===== config.mk =====
export PLATFORM = sky130hd
export DESIGN_NAME = c1908_reg
export DESIGN_NICKNAME = d
export VERILOG_FILES = /design/src/rtl/c1908_reg.sv
export SDC_FILE = /design/constraint.sdc
export NUM_CORES = 1
export LEC_CHECK = 0
export ABC_CLOCK_PERIOD_IN_PS = 3990
export BUFFER_PORTS_ARGS = -buffer_cell sky130_fd_sc_hd__buf_2
export CORE_MARGIN = 2
export CORE_UTILIZATION = 40
export DETAILED_ROUTE_END_ITERATION = 12
export PLACE_DENSITY = 0.69
export SKIP_CTS_REPAIR_TIMING = 1
export SYNTH_ARGS = -nofsm -noshare
export SYNTH_HDL_FRONTEND = slang
export SYNTH_SLANG_ARGS = --single-unit
export TNS_END_PERCENT = 5

===== constraint.sdc =====
create_clock -name clk -period 3.99 [get_ports clk]
set_clock_uncertainty 0.15 [all_clocks]
set_input_delay 0.399 -clock clk [delete_from_list [all_inputs] [get_ports clk]]
set_output_delay 0.399 -clock clk [all_outputs]
set_load 0.02 [all_outputs]

===== src/rtl/c1908_reg.sv =====
// Registered 16-bit SEC/DED Hamming decoder using the c1908 port map, with optional bit injection and odd-parity mode.
// Latency: 1 clock. Inputs sampled at a rising edge appear on the outputs right after that edge.
// No flow control. hold=1 freezes the output registers, and rst overrides hold.
module c1908_reg (
   input  logic clk,
   input  logic rst,
   input  logic N1,  input logic N4,  input logic N7,  input logic N10,
   input  logic N13, input logic N16, input logic N19, input logic N22,
   input  logic N25, input logic N28, input logic N31, input logic N34,
   input  logic N37, input logic N40, input logic N43, input logic N46,
   input  logic N49, input logic N53, input logic N56, input logic N60,
   input  logic N63,
   input  logic N66,
   input  logic N69,
   input  logic N72,
   input  logic N76, input logic N79, input logic N82, input logic N85,
   input  logic N88,
   input  logic N91,
   input  logic N94,
   input  logic N99,
   input  logic N104,
   output logic N2753, output logic N2754, output logic N2755, output logic N2756,
   output logic N2762, output logic N2767, output logic N2768,
   output logic N2779, output logic N2780, output logic N2781, output logic N2782,
   output logic N2783, output logic N2784, output logic N2785, output logic N2786,
   output logic N2787,
   output logic N2811,
   output logic N2886, output logic N2887, output logic N2888, output logic N2889,
   output logic N2890,
   output logic N2891,
   output logic N2892,
   output logic N2899
);

   // Friendly names for the control inputs.
   logic       corr_en, flag_en, inject_en, data_inv, hold, parity_odd;
   logic [4:0] inject_pos;

   assign corr_en    = N69;
   assign flag_en    = N72;
   assign inject_en  = N91;
   assign data_inv   = N94;
   assign hold       = N99;
   assign parity_odd = N104;
   assign inject_pos = {N88, N85, N82, N79, N76};

   // Codeword indexed by Hamming position 1..21, so the syndrome points straight at the bad bit.
   logic [21:1] cw;
   logic [21:1] cw_fix;
   logic        par;
   logic [4:0]  syn;
   logic        pm;
   logic        no_err, single, dbl;
   logic [15:0] data_fix;
   logic [15:0] q_next;

   // Place the received bits and apply polarity correction and injection.
   always_comb begin
      cw      = '0;
      cw[1]   = N49 ^ parity_odd;
      cw[2]   = N53 ^ parity_odd;
      cw[4]   = N56 ^ parity_odd;
      cw[8]   = N60 ^ parity_odd;
      cw[16]  = N63 ^ parity_odd;
      cw[3]   = N1;
      cw[5]   = N4;
      cw[6]   = N7;
      cw[7]   = N10;
      cw[9]   = N13;
      cw[10]  = N16;
      cw[11]  = N19;
      cw[12]  = N22;
      cw[13]  = N25;
      cw[14]  = N28;
      cw[15]  = N31;
      cw[17]  = N34;
      cw[18]  = N37;
      cw[19]  = N40;
      cw[20]  = N43;
      cw[21]  = N46;
      // Position 0 and positions 22..31 do not match any loop index, so those values inject nothing.
      for (int p = 1; p <= 21; p++) begin
         if (inject_en && (inject_pos == 5'(p)))
            cw[p] = ~cw[p];
      end
   end

   assign par = N66 ^ parity_odd;

   // Syndrome bit k is the parity of every codeword position that has bit k set.
   always_comb begin
      syn = '0;
      for (int p = 1; p <= 21; p++) begin
         for (int k = 0; k < 5; k++) begin
            if (p[k])
               syn[k] = syn[k] ^ cw[p];
         end
      end
   end

   assign pm = (^cw) ^ par;

   // Classify the error. pm=1 with s=0 means P itself flipped, which still counts as a single error.
   always_comb begin
      no_err = (syn == 5'd0) && !pm;
      single = pm && (syn <= 5'd21);
      dbl    = (pm && (syn > 5'd21)) || (!pm && (syn != 5'd0));
   end

   // Flip the position named by the syndrome. Check-bit positions are flipped too, but they are never extracted.
   always_comb begin
      cw_fix = cw;
      for (int p = 1; p <= 21; p++) begin
         if (single && corr_en && (syn == 5'(p)))
            cw_fix[p] = ~cw_fix[p];
      end
      data_fix = {cw_fix[21], cw_fix[20], cw_fix[19], cw_fix[18], cw_fix[17],
                  cw_fix[15], cw_fix[14], cw_fix[13], cw_fix[12], cw_fix[11],
                  cw_fix[10], cw_fix[9],  cw_fix[7],  cw_fix[6],  cw_fix[5],
                  cw_fix[3]};
      q_next   = data_fix ^ {16{data_inv}};
   end

   logic [15:0] q_reg;
   logic [4:0]  syn_reg;
   logic        err_any_reg, pm_reg, single_reg, dbl_reg;

   // Output registers. Reset wins over hold, and flag_en gates only the status outputs.
   always_ff @(posedge clk) begin
      if (rst) begin
         q_reg       <= '0;
         syn_reg     <= '0;
         err_any_reg <= 1'b0;
         pm_reg      <= 1'b0;
         single_reg  <= 1'b0;
         dbl_reg     <= 1'b0;
      end else if (!hold) begin
         q_reg       <= q_next;
         syn_reg     <= flag_en ? syn : 5'd0;
         err_any_reg <= flag_en && !no_err;
         pm_reg      <= flag_en && pm;
         single_reg  <= flag_en && single;
         dbl_reg     <= flag_en && dbl;
      end
   end

   assign {N2787, N2786, N2785, N2784, N2783, N2782, N2781, N2780, N2779,
           N2768, N2767, N2762, N2756, N2755, N2754, N2753} = q_reg;
   assign N2811 = err_any_reg;
   assign {N2890, N2889, N2888, N2887, N2886} = syn_reg;
   assign N2891 = pm_reg;
   assign N2892 = single_reg;
   assign N2899 = dbl_reg;

endmodule


==> metrics <==
Setup violations, final 0; PortBufs approximately 60; Critical Path Start N85; Clock Power Share 0.125; Worst EP required between 4 and 5 ns; Synth Area in XOR/XNOR 0.385; Post-synth EDFFs 0; CTS tree built; status complete, no violations; DR vias about 2100; Area growth syn-to-layout 13.1%; RSZ-0062 raised after global routing no; Via density 5.30; Final Critical Period 3.25 ns; TritonCTS sink count 25; WS Path Type in2reg; H-tree depth 1; vias in the first global route 2082; DRC viols 0; dpl cell area 2840 um^2; final setup margin 0.744 ns; Seq pwr share 0.246; drt pass-1 iters 4; first-pass GRT wire length slightly below 10000 um; Initial Util 0.408; largest net degree at the start of global routing 31; P_sw 543 uW; layout cell share with drive strength beyond 1 0.285; die width between 80 and 90 um; Core ar. 6240 um^2; main combinational cell family by area after synthesis XOR/XNOR gates; CTS root buffer clkbuf_8; Critical Path End Type flip-flop; FF-to-FF Start q_reg[12]; sequential-to-total area share from yosys stat 0.196; Synth Instances 276; routability cong. 0.846; post-synthesis adder-cell area fraction 0; Post-synth top flop dfxtp_1; initial detailed-routing violation count 95; max reg flops 16; Worst Tran Pin Value approximately 0.83 ns; worst hold slack 0.318 ns; Synth Cell Area 2550 um^2; initial antenna violation count 0; total grt overflow 0; power per cell area slightly above 400 nW/um^2; MaxCap Viol Count 0; diode count 0; CTS Buf Count 3; Worst-Skew Late Latency about 0.27 ns; Max VDD drop 0.000195 V; Slew HR 0.444; WL/cell 14.7 um; CP Launch Type primary input; Syn Nets 311; Reg clk slew, reported paths 0.09 ns; CP arrival between 3 and 4 ns; worst-path maximum fanout 12; routed wl met2 2790 um; Final Hold Fails 0; final wirelength a little under 6000 um; Final period util 0.813; yosys warns 0; Nets 355; top post-synthesis cells by area xnor2_1, dfxtp_1, xor2_1; number of cell rows 29; post-route antenna net violation count 0; GRT Util Overall 0.170; met1 WL 2670 um; Comb power frac 0.629; post-synthesis cell type count 49; Met3 Routed Length between 200 and 250 um; Hold WC Path Type in2reg; dpl hpwl 4730 um; design area 2880 um^2; top sig layer met4; leakage 1.11 nW; FFs w/ async S/R, synth 0; max-slew violations 0; Die H roughly 84 um; IO Pins 60; HP Start N72; hold path depth 3; Post-Synth Simple-Gate Area 0.250; Clock Path Buffers 2; die area 7020 um^2; Syn Area/Cell just over 9 um^2; Seq cells post-synth 25; Fmax achieved 0.308 GHz; leading area contributor after synthesis xnor2_1; internal power ~640 uW; setup TNS 0 ns; pre-CTS WS between 0.4 and 0.5 ns; fraction of synthesized area in multiplexers 0.00393; Synth top area share 0.203; post-synthesis compound-gate area fraction 0.121; Worst Reg-to-Reg Cells 2; Net Sw Frac 0.459
-- Yosys cell counts (5+ instances only) --
library cell,instances
a211oi_1,12
nor2b_1,6
nor4_2,9
a21oi_1,5
nand2b_1,9
nor2_1,24
buf_2,7
nand2_1,14
dfxtp_1,25
xnor3_1,5
nor3_1,8
nand3_1,5
clkbuf_1,9
xor2_1,15
xnor2_1,59
-- area by class of cell --
class / count / area [um^2]
Fill cell: 633 / 3360
Multi-Input combinational cell: 228 / 1930
Sequential cell: 25 / 500
Timing Repair Buffer: 59 / 295
Tap cell: 77 / 96.3
Clock buffer: 4 / 45.0
Inverter: 3 / 11.3
-- worst paths after layout --
check | slack, ns | endpoint
setup / recovery | 0.74 | q_reg[15]
hold / removal | 0.32 | N2892
setup reg to reg | 3.00 | q_reg[12]
hold reg to reg | 0.32 | syn_reg[1]
-- worst max-delay path, cell delays in order --
cell and delay, ns:
buf_2 0.19, and2b_1 0.26, nor3_2 0.21, xor2_1 0.36, xor3_1 0.54, nand2b_1 0.38, nand2b_1 0.29, or3_1 0.39
a311oi_1 0.26
-- metrics by stage --
step,power (mW),util,cells
2_1_floorplan,0.919,-,276
3_3_place_gp,1.03,0.454,392
3_5_place_dp,1.04,0.454,392
4_1_cts,1.19,0.462,396
5_1_grt,1.25,0.462,396
6_report,1.18,0.462,396
-- layout by cell type (no fill, tap or decap), types with 3 or more instances in the layout --
cell type / instances
nand2_1: 14
nor2_1: 24
nor2b_1: 6
a2111oi_2: 3
dfxtp_1: 25
a211oi_1: 12
nand2b_1: 9
a21oi_1: 5
xnor2_1: 59
nand4_1: 3
o211ai_1: 3
xnor2_2: 4
nor4_1: 4
nand3_2: 3
nor3_1: 8
clkbuf_8: 3
nand3_1: 5
xnor3_1: 5
xor2_1: 15
nor4_2: 9
inv_1: 3
a22oi_1: 4
buf_2: 59
-- metal layers --
metal  up-vias  track usage
met5         -            0
met4         0       0.0396
met3        12       0.0277
met2        56        0.290
met1       974        0.226
li1       1055            -
-- logic make-up after synthesis --
logic type | after synthesis
buf+inv | 23
compound gates | 38
mux | 1
xor+xnor | 90
flops | 25
simple gates | 99
-- power groups by stage --
stage / clock network [mW] / registers, mW / logic, mW
2_1_floorplan: 0 / 0.332 / 0.587
3_3_place_gp: 0 / 0.296 / 0.730
3_5_place_dp: 0 / 0.297 / 0.741
4_1_cts: 0.154 / 0.291 / 0.743
5_1_grt: 0.163 / 0.295 / 0.795
6_report: 0.148 / 0.291 / 0.743
(Power assumes the default switching activity.)
